### src/rtl/div_unit_pkg.sv
// Shared constants for the EX-stage iterative divider: state encodings and default width.
package div_unit_pkg;
  localparam int DIV_WIDTH = 32;

  localparam logic [1:0] DIV_IDLE = 2'd0;
  localparam logic [1:0] DIV_BUSY = 2'd1;
  localparam logic [1:0] DIV_DONE = 2'd2;
endpackage

### src/rtl/div_unit_abs_neg.sv
// Conditional two's-complement negate, used both for operand magnitudes and
// for sign correction of the quotient/remainder.
module div_abs_neg
  import div_unit_pkg::*;
#(
  parameter int WIDTH = DIV_WIDTH
) (
  input  logic             neg_en,
  input  logic [WIDTH-1:0] din,
  output logic [WIDTH-1:0] dout
);

  // Negate when requested; the carry out of the MSB is dropped.
  always_comb begin
    dout = din;
    if (neg_en) begin
      dout = ~din + {{(WIDTH-1){1'b0}}, 1'b1};
    end else begin
      dout = din;
    end
  end

endmodule

### src/rtl/div_unit.sv
// Iterative radix-2 restoring divider for DIV/DIVU in EX; quotient goes to LO,
// remainder to HI, and div_stop holds EX until the result is ready.
module div_unit
  import div_unit_pkg::*;
#(
  parameter int WIDTH = DIV_WIDTH,
  parameter int CNT_W = 6
) (
  input  logic             clk,
  input  logic             reset,
  input  logic             es_valid,
  input  logic             div_op,
  input  logic             div_signed,
  input  logic [WIDTH-1:0] div_x,
  input  logic [WIDTH-1:0] div_y,
  input  logic             es_allowin,
  input  logic             es_flush,
  output logic             div_stop,
  output logic             div_done,
  output logic [WIDTH-1:0] div_q,
  output logic [WIDTH-1:0] div_r
);

  logic [1:0]       state_r;
  logic [1:0]       state_nxt_s;
  logic [CNT_W-1:0] cnt_r;
  logic [WIDTH-1:0] rem_r;
  logic [WIDTH-1:0] quo_r;
  logic [WIDTH-1:0] dvs_r;
  logic [WIDTH-1:0] x_raw_r;
  logic             sign_q_r;
  logic             sign_r_r;
  logic             y_zero_r;
  logic             div_done_r;
  logic [WIDTH-1:0] div_q_r;
  logic [WIDTH-1:0] div_r_r;

  logic             req_s;
  logic             abort_s;
  logic             start_s;
  logic             last_s;
  logic [WIDTH-1:0] abs_x_s;
  logic [WIDTH-1:0] abs_y_s;
  logic [WIDTH:0]   diff_s;
  logic [WIDTH-1:0] rem_nxt_s;
  logic [WIDTH-1:0] quo_nxt_s;
  logic [WIDTH-1:0] q_fix_s;
  logic [WIDTH-1:0] r_fix_s;

  assign req_s    = es_valid & div_op & ~es_flush;
  // Losing the EX instruction mid-divide is handled exactly like a flush.
  assign abort_s  = es_flush | ~es_valid;
  assign start_s  = (state_r == DIV_IDLE) & req_s;
  assign last_s   = (state_r == DIV_BUSY) & (cnt_r == CNT_W'(WIDTH - 1));
  assign div_stop = req_s & (state_r != DIV_DONE);

  assign div_done = div_done_r;
  assign div_q    = div_q_r;
  assign div_r    = div_r_r;

  div_abs_neg #(.WIDTH(WIDTH)) u_abs_x (
    .neg_en (div_signed & div_x[WIDTH-1]),
    .din    (div_x),
    .dout   (abs_x_s)
  );

  div_abs_neg #(.WIDTH(WIDTH)) u_abs_y (
    .neg_en (div_signed & div_y[WIDTH-1]),
    .din    (div_y),
    .dout   (abs_y_s)
  );

  div_abs_neg #(.WIDTH(WIDTH)) u_fix_q (
    .neg_en (sign_q_r),
    .din    (quo_nxt_s),
    .dout   (q_fix_s)
  );

  div_abs_neg #(.WIDTH(WIDTH)) u_fix_r (
    .neg_en (sign_r_r),
    .din    (rem_nxt_s),
    .dout   (r_fix_s)
  );

  // One restoring step: trial-subtract the divisor from the shifted partial remainder.
  always_comb begin
    diff_s    = {rem_r, quo_r[WIDTH-1]} - {1'b0, dvs_r};
    quo_nxt_s = {quo_r[WIDTH-2:0], ~diff_s[WIDTH]};
    rem_nxt_s = {rem_r[WIDTH-2:0], quo_r[WIDTH-1]};
    if (!diff_s[WIDTH]) begin
      rem_nxt_s = diff_s[WIDTH-1:0];
    end else begin
      rem_nxt_s = {rem_r[WIDTH-2:0], quo_r[WIDTH-1]};
    end
  end

  // Next-state selection for IDLE/BUSY/DONE.
  always_comb begin
    state_nxt_s = state_r;
    case (state_r)
      DIV_IDLE: begin
        if (req_s) begin
          state_nxt_s = DIV_BUSY;
        end else begin
          state_nxt_s = DIV_IDLE;
        end
      end
      DIV_BUSY: begin
        if (abort_s) begin
          state_nxt_s = DIV_IDLE;
        end else if (last_s) begin
          state_nxt_s = DIV_DONE;
        end else begin
          state_nxt_s = DIV_BUSY;
        end
      end
      DIV_DONE: begin
        // No restart while waiting here, even though div_op is still high.
        if (abort_s || es_allowin) begin
          state_nxt_s = DIV_IDLE;
        end else begin
          state_nxt_s = DIV_DONE;
        end
      end
      default: state_nxt_s = DIV_IDLE;
    endcase
  end

  // State, done flag and registered results.
  always_ff @(posedge clk) begin
    if (reset) begin
      state_r    <= DIV_IDLE;
      div_done_r <= 1'b0;
      div_q_r    <= {WIDTH{1'b0}};
      div_r_r    <= {WIDTH{1'b0}};
    end else begin
      state_r    <= state_nxt_s;
      div_done_r <= (state_nxt_s == DIV_DONE);
      if (last_s && !abort_s) begin
        div_q_r <= y_zero_r ? {WIDTH{1'b1}} : q_fix_s;
        div_r_r <= y_zero_r ? x_raw_r : r_fix_s;
      end
    end
  end

  // Operand capture on acceptance, then one quotient bit per BUSY cycle.
  always_ff @(posedge clk) begin
    if (reset) begin
      cnt_r    <= {CNT_W{1'b0}};
      rem_r    <= {WIDTH{1'b0}};
      quo_r    <= {WIDTH{1'b0}};
      dvs_r    <= {WIDTH{1'b0}};
      x_raw_r  <= {WIDTH{1'b0}};
      sign_q_r <= 1'b0;
      sign_r_r <= 1'b0;
      y_zero_r <= 1'b0;
    end else if (start_s) begin
      cnt_r    <= {CNT_W{1'b0}};
      rem_r    <= {WIDTH{1'b0}};
      quo_r    <= abs_x_s;
      dvs_r    <= abs_y_s;
      x_raw_r  <= div_x;
      sign_q_r <= div_signed & (div_x[WIDTH-1] ^ div_y[WIDTH-1]);
      sign_r_r <= div_signed & div_x[WIDTH-1];
      y_zero_r <= (div_y == {WIDTH{1'b0}});
    end else if (state_r == DIV_BUSY) begin
      cnt_r <= cnt_r + {{(CNT_W-1){1'b0}}, 1'b1};
      rem_r <= rem_nxt_s;
      quo_r <= quo_nxt_s;
    end
  end

endmodule
### config.mk
export PLATFORM = sky130hd
export DESIGN_NAME = div_unit
export DESIGN_NICKNAME = d
export VERILOG_FILES = /design/src/rtl/div_unit_pkg.sv /design/src/rtl/div_unit_abs_neg.sv /design/src/rtl/div_unit.sv
export SDC_FILE = /design/constraint.sdc
export NUM_CORES = 1
export LEC_CHECK = 0
export ABC_AREA = 1
export CORE_MARGIN = 8
export CORE_UTILIZATION = 46
export CTS_CLUSTER_DIAMETER = 200
export DETAILED_ROUTE_END_ITERATION = 10
export MAX_ROUTING_LAYER = met4
export PLACE_DENSITY = 0.78
export SLEW_MARGIN = 0
export SYNTH_ARGS = -nofsm -noshare
export SYNTH_HDL_FRONTEND = slang
export SYNTH_SLANG_ARGS = --single-unit
### constraint.sdc
create_clock -name clk -period 3.9 [get_ports clk]
set_input_delay 0.39 -clock clk [delete_from_list [all_inputs] [get_ports clk]]
set_output_delay 0.39 -clock clk [all_outputs]
set_load 0.01 [all_outputs]
==> results.json, run 1 <==
{
  "status": "finished, final reports clean",
  "core_area_mm2": 0.0296,
  "setup_viol": 0,
  "grt_pass1_vias": 14600,
  "cts_hold_buf": 0,
  "wl_per_cell_um": 17.5,
  "crit_top_cell": "nand2_2",
  "synth.area.top_cells": "dfxtp_1 29%, nand2_1 15%, inv_1 9.3%, a21oi_1 6.5%, o21ai_0 5.6%",
  "cts_buffer_depth": 3,
  "slew_headroom_pct": 30.3,
  "synth_cell_types": 56,
  "synth_seq_cells": 204,
  "drive_gt1_share_pct": 8.90,
  "gp_congestion": 0.995,
  "clk_pin_slew_ns": 0.06,
  "routed_via_density": 5.57,
  "yosysWarnings": 0,
  "syn2layout_area_growth_pct": 22.4,
  "cts_tree": "yes",
  "p_per_area_mw_per_mm2": 418,
  "synth_area_mm2": 0.0139,
  "row_count": 63,
  "critPathKind": "reg2reg",
  "async_reset_ff_share_pct": 0,
  "ios": 137,
  "cp-start-kind": "flip-flop",
  "drt-pass1-iter-count": 7,
  "final_util_pct": 57.2,
  "ff_latch_area_mm2": 0.00409,
  "placed_cell_area_mm2": 0.0159,
  "initialDrtViolationCount": 1652,
  "cp_data_arrival_time_ns": 4.13,
  "cts_buffers": 24,
  "cts-root-buf": "clkbuf_16",
  "fin_skew_ns": 0.0289,
  "via_count": 15600,
  "cp_max_fo": 3,
  "rsz0062_at_grt": "true",
  "period_minus_slack_ns": 3.70,
  "required_ns": 4.33,
  "grt_overflow": 0,
  "die_h_um": 190,
  "portBuffers": 136,
  "nFillCells": 2930,
  "drt-total-wl_mm": 48.9,
  "layout.cells.most_common": "nand2_1",
  "dp_hpwl_mm": 37.0,
  "cts.sinks": 204,
  "antenna_cells": 0,
  "netlist_instances": 2242,
  "max_stage_delay_ns": 0.36,
  "drc": 0,
  "htreeDepth": 1,
  "initial_core_util_pct": 46.8,
  "hold_viol": 0,
  "leakagePower_nw": 8.12,
  "synth_largest_area_cell": "dfxtp_1",
  "yosysTopAreaCellShare_pct": 29.5,
  "clock_latency_ns": 0.55,
  "gr-usage-all-layers_pct": 26.9,
  "max_cap_violations": 0,
  "finalInstanceArea_mm2": 0.0170,
  "multi_input_area_mm2": 0.00827,
  "synth_edf_count": 0,
  "fin_crit_sh_pct": 94.8,
  "timing.fmax_ghz": 0.271,
  "maxSlewViolCount": 0,
  "syn_nets": 2351,
  "cp_slowest_cell": "fa_2",
  "grt_start_max_net_pins": 66,
  "mostFrequentLayoutCells": "549 x nand2_1, 338 x inv_1, 202 x dfxtp_1",
  "worst_pin_slew_ns": 1.04,
  "fp.dieW_um": 190,
  "final_nets": 2497,
  "synth_area_per_cell_um2": 6.18,
  "synth-seq-area-share_pct": 29.5,
  "grt_pass1_wl_mm": 76.9,
  "antenna_found_initial": 0,
  "drt.antenna.violating_nets": 0,
  "ys.flop_type": "dfxtp_1",
  "endpoint_kind": "flip-flop",
  "ir_drop_mv": 0.290,
  "dieArea_mm2": 0.0360,
  "min_path_type": "reg2reg"
}
[cells by family after synthesis]
kind of cell               after synthesis  synth area share, %
AOI/OAI and AO/OA                      492                 20.6
buffers and inverters                  451                 12.6
DFF                                    204                 29.5
xor gates and xnor gates                61                 3.85
and+or+nand+nor                        996                 30.1
adders and majority gates               38                 3.48
[where the power goes]
part,switching (W),internal (W)
Sequential,0.0000709,0.00215
Combinational,0.00166,0.000858
Clock,0.000960,0.00139
Total,0.00269,0.00440
[per-stage QoR]
step                setup TNS, ns  hold WS [ns]  total power [W]  worst slack, ns  instances
floorplan                       0         0.429          0.00389           0.0286       2242
global placement                0         0.441          0.00460          0.00663       2747
detailed placement        -0.0776         0.450          0.00463          -0.0753       2747
CTS                             0         0.444          0.00697           0.0102       2790
global route              -0.0660         0.487          0.00746          -0.0458       2795
finish                          0         0.464          0.00709            0.204       2795
[cell type report]
cell class | instances | area share, %
multi-input combinational | 1587 | 48.7
clock buffer | 31 | 3.87
timing repair buffer | 216 | 11.7
tap | 390 | 2.88
inverter | 355 | 7.86
sequential | 204 | 24.1
clock inverter | 12 | 0.922
[synthesized netlist by cell type, types with 2 or more instances]
library cell and count:
clkinv_1 4, o211ai_1 36, o22ai_1 8, o221a_2 3, nand3b_1 5, buf_1 12
nand3_1 119, or3_1 3, buf_2 6, nor2_2 6, nand4_1 24, and2_1 3
a21oi_1 180, nand2_2 14, dfxtp_1 204, a31oi_1 20, nand2_1 561, o311ai_0 2
a21o_1 2, nor3b_1 5, nor4_1 9, o31ai_1 2, buf_6 5, nor2_4 2
nor3_1 27, o21ai_0 156, o21ai_2 5, xor2_1 41, inv_1 343, nor2_1 206
inv_2 8, ha_1 37, or2_2 6, clkbuf_1 71, o221ai_1 23, a211oi_1 13
buf_4 2, o21ai_1 19, xnor2_1 20, o2111ai_1 4, o21bai_1 8, a221oi_1 4
[final timing paths]
check	cells past startpoint	from	slack, ns	end
setup / recovery	28	quo_r[31]$_SDFFE_PP0P_	0.20	div_q[28]$_SDFFE_PP0P_
hold / removal	2	div_r[9]$_SDFFE_PP0P_	0.46	div_r[9]$_SDFFE_PP0P_
setup reg to reg	28	quo_r[31]$_SDFFE_PP0P_	0.20	div_q[28]$_SDFFE_PP0P_
hold reg to reg	2	div_r[9]$_SDFFE_PP0P_	0.46	div_r[9]$_SDFFE_PP0P_
[per-layer routing]
metal  global-route usage, %  up-vias  part of all wire (%)
met4                    8.90        0                   3.3
met5                       -        -                     0
met1                    35.6     7196                    45
met3                    4.78      120                   8.3
met2                    40.9      670                    44
li1                        -     7569                     -
[repair_timing]
item,CTS,global route
pin swaps,0,16
setup endpoints to repair,3,32
endpoints found under the hold margin,0,0
resized for setup,1,53
buffers inserted,0,5
[critical path: cells and delay by family, from the launching register on]
family	cells	cell delay, ns
simple gates	19	2.08
fa+ha+maj	3	0.63
flops	1	0.32
compound gates	2	0.22
xor+xnor	1	0.18
buf+inv	3	0.17
[registers in the layout, summed over array words and instances, names as in the netlist]
register and cells:
dvs_r 32, rem_r 32, state_r 2, quo_r 32
div_q 32, cnt_r 6, div_done 1, div_r 32
x_raw_r 32, sign_q_r 1, sign_r_r 1, y_zero_r 1
Power figures use the tool's default switching activity.
==> inputs of run 2 (changes only) <==
--- a/config.mk
+++ b/config.mk
@@ -9,6 +9,7 @@
 export CORE_MARGIN = 8
 export CORE_UTILIZATION = 46
 export CTS_CLUSTER_DIAMETER = 200
+export CTS_CLUSTER_SIZE = 14
 export DETAILED_ROUTE_END_ITERATION = 10
 export MAX_ROUTING_LAYER = met4
 export PLACE_DENSITY = 0.78
==> run 2 against run 1 <==
Effect of this change: critical endpoint is now div_q[10]$_SDFFE_PP0P_; routed wire length is 0.48% lower; sequential share of layout area is 0.55 points higher; first-iteration DRC count is 5.3% higher; critical path depth is 1 higher; cell area is 2.3% lower; hold slack worse by 0.0010 ns; worst setup slack worse by 0.015 ns; register-to-register slack worse by 0.02 ns; global-route usage hardly changed; largest power group unchanged.
==> results.json, run 2 (synthesized netlist as in run 1, its figures left out) <==
{
  "status": "finished, final reports clean",
  "die_h_um": 190,
  "drt-pass1-iter-count": 8,
  "htreeDepth": 1,
  "cts.sinks": 204,
  "cts_hold_buf": 0,
  "required_ns": 4.34,
  "initialDrtViolationCount": 1740,
  "cp_slowest_cell": "dfxtp_1",
  "drt.antenna.violating_nets": 0,
  "layout.cells.most_common": "nand2_1",
  "drc": 0,
  "fin_skew_ns": 0.0178,
  "drive_gt1_share_pct": 7.75,
  "dp_hpwl_mm": 37.0,
  "drt-total-wl_mm": 48.7,
  "cp_data_arrival_time_ns": 4.15,
  "max_stage_delay_ns": 0.36,
  "via_count": 15500,
  "multi_input_area_mm2": 0.00817,
  "cp-start-kind": "flip-flop",
  "cts_tree": "yes",
  "setup_viol": 0,
  "cts-root-buf": "clkbuf_16",
  "fin_crit_sh_pct": 95.2,
  "critPathKind": "reg2reg",
  "nFillCells": 2971,
  "fp.dieW_um": 190,
  "timing.fmax_ghz": 0.269,
  "ff_latch_area_mm2": 0.00408,
  "hold_viol": 0,
  "row_count": 63,
  "grt_start_max_net_pins": 66,
  "setup_ws_ns": 0.188,
  "slew_headroom_pct": 29.6,
  "ir_drop_mv": 0.316,
  "pre_cts_slack_ns": -0.0753,
  "cp_num_buf_inv": 12,
  "p_per_area_mw_per_mm2": 388,
  "worst_pin_slew_ns": 1.05,
  "period_minus_slack_ns": 3.71,
  "grt_pass1_wl_mm": 76.9,
  "grt_pass1_vias": 14600,
  "final_nets": 2496,
  "wl_per_cell_um": 17.5,
  "clk_pin_slew_ns": 0.08,
  "grt_overflow": 0,
  "cp_max_fo": 4,
  "routed_via_density": 5.58,
  "dieArea_mm2": 0.0360,
  "critPathTopFamily": "buffers and inverters",
  "endpoint_kind": "flip-flop",
  "gp_congestion": 0.995,
  "crit_top_cell": "buf_4",
  "clock_latency_ns": 0.50,
  "antenna_cells": 0,
  "cts_buffers": 18,
  "max_cap_violations": 0,
  "setup-tns-final_ns": 0,
  "portBuffers": 136,
  "gr-usage-all-layers_pct": 26.9,
  "min_path_type": "reg2reg",
  "mostFrequentLayoutCells": "555 x nand2_1, 339 x inv_1, 204 x dfxtp_1",
  "cts_buffer_depth": 3,
  "ios": 137,
  "initial_core_util_pct": 46.8,
  "core_area_mm2": 0.0296,
  "syn2layout_area_growth_pct": 19.5,
  "leakagePower_nw": 7.98,
  "antenna_found_initial": 0,
  "maxSlewViolCount": 0
}
==> run 2: path summary, 6_finish.rpt <==
check / from / end / slack [ns] / depth (start not counted)
worst max-delay path: dvs_r[23]$_SDFFE_PP0P_ / div_q[10]$_SDFFE_PP0P_ / 0.19 / 29
worst min-delay path: x_raw_r[7]$_SDFFE_PP0P_ / x_raw_r[7]$_SDFFE_PP0P_ / 0.46 / 2
worst max register to register: dvs_r[23]$_SDFFE_PP0P_ / div_q[10]$_SDFFE_PP0P_ / 0.19 / 29
worst min register to register: x_raw_r[7]$_SDFFE_PP0P_ / x_raw_r[7]$_SDFFE_PP0P_ / 0.46 / 2
==> run 2: what timing repair did <==
item | 4_1_cts | 5_1_grt
pin swaps | 6 | 10
hold endpoints to repair | 0 | 0
endpoints found under the setup margin | 3 | 35
setup buffers | 9 | 1
resized for setup | 5 | 32
==> run 2: cell type report <==
cell class	instances	share of cell area [%]
clock buffer	19	2.87
timing repair buffer	221	12.2
multi-input combinational	1587	49.3
inverter	355	8.04
clock inverter	1	0.0528
sequential	204	24.6
tap	390	2.94
==> run 2: where the power goes <==
group / switching [W] / total (W) / internal [W]
registers: 0.0000697 / 0.00222 / 0.00215
clock network: 0.000816 / 0.00168 / 0.000864
logic: 0.00166 / 0.00252 / 0.000869
==> run 2: metrics by stage <==
step / total power (W) / cell area (um2) / hold slack [ns] / util [%] / std cells
global placement: 0.00460 / 15900 / 0.441 / 53.6 / 2747
finish: 0.00643 / 16600 / 0.463 / 55.9 / 2777
detailed placement: 0.00463 / 15900 / 0.450 / 53.6 / 2747
floorplan: 0.00389 / 13900 / 0.429 / - / 2242
CTS: 0.00635 / 16500 / 0.466 / 55.5 / 2776
global route: 0.00679 / 16600 / 0.489 / 55.9 / 2777
==> run 2: metal layers <==
| layer | vias to the layer above | part of all wire (%) | wire length, um | global-route usage (%) |
|---|---|---|---|---|
| li1 | 7551 | - | - | - |
| met4 | 0 | 3.4 | 1660 | 9.05 |
| met2 | 688 | 44 | 21400 | 41.1 |
| met1 | 7144 | 44 | 21400 | 35.7 |
| met5 | - | 0 | 0 | - |
| met3 | 110 | 8.8 | 4290 | 4.27 |
==> run 2: worst reg2reg max path: cells and delay by family (launching register included) <==
kind / cells / cell delay (ns)
AOI/OAI and AO/OA: 2 / 0.38
xor gates and xnor gates: 1 / 0.20
adders and majority gates: 2 / 0.48
buffers and inverters: 12 / 1.21
DFF: 1 / 0.36
and+or+nand+nor: 12 / 1.00
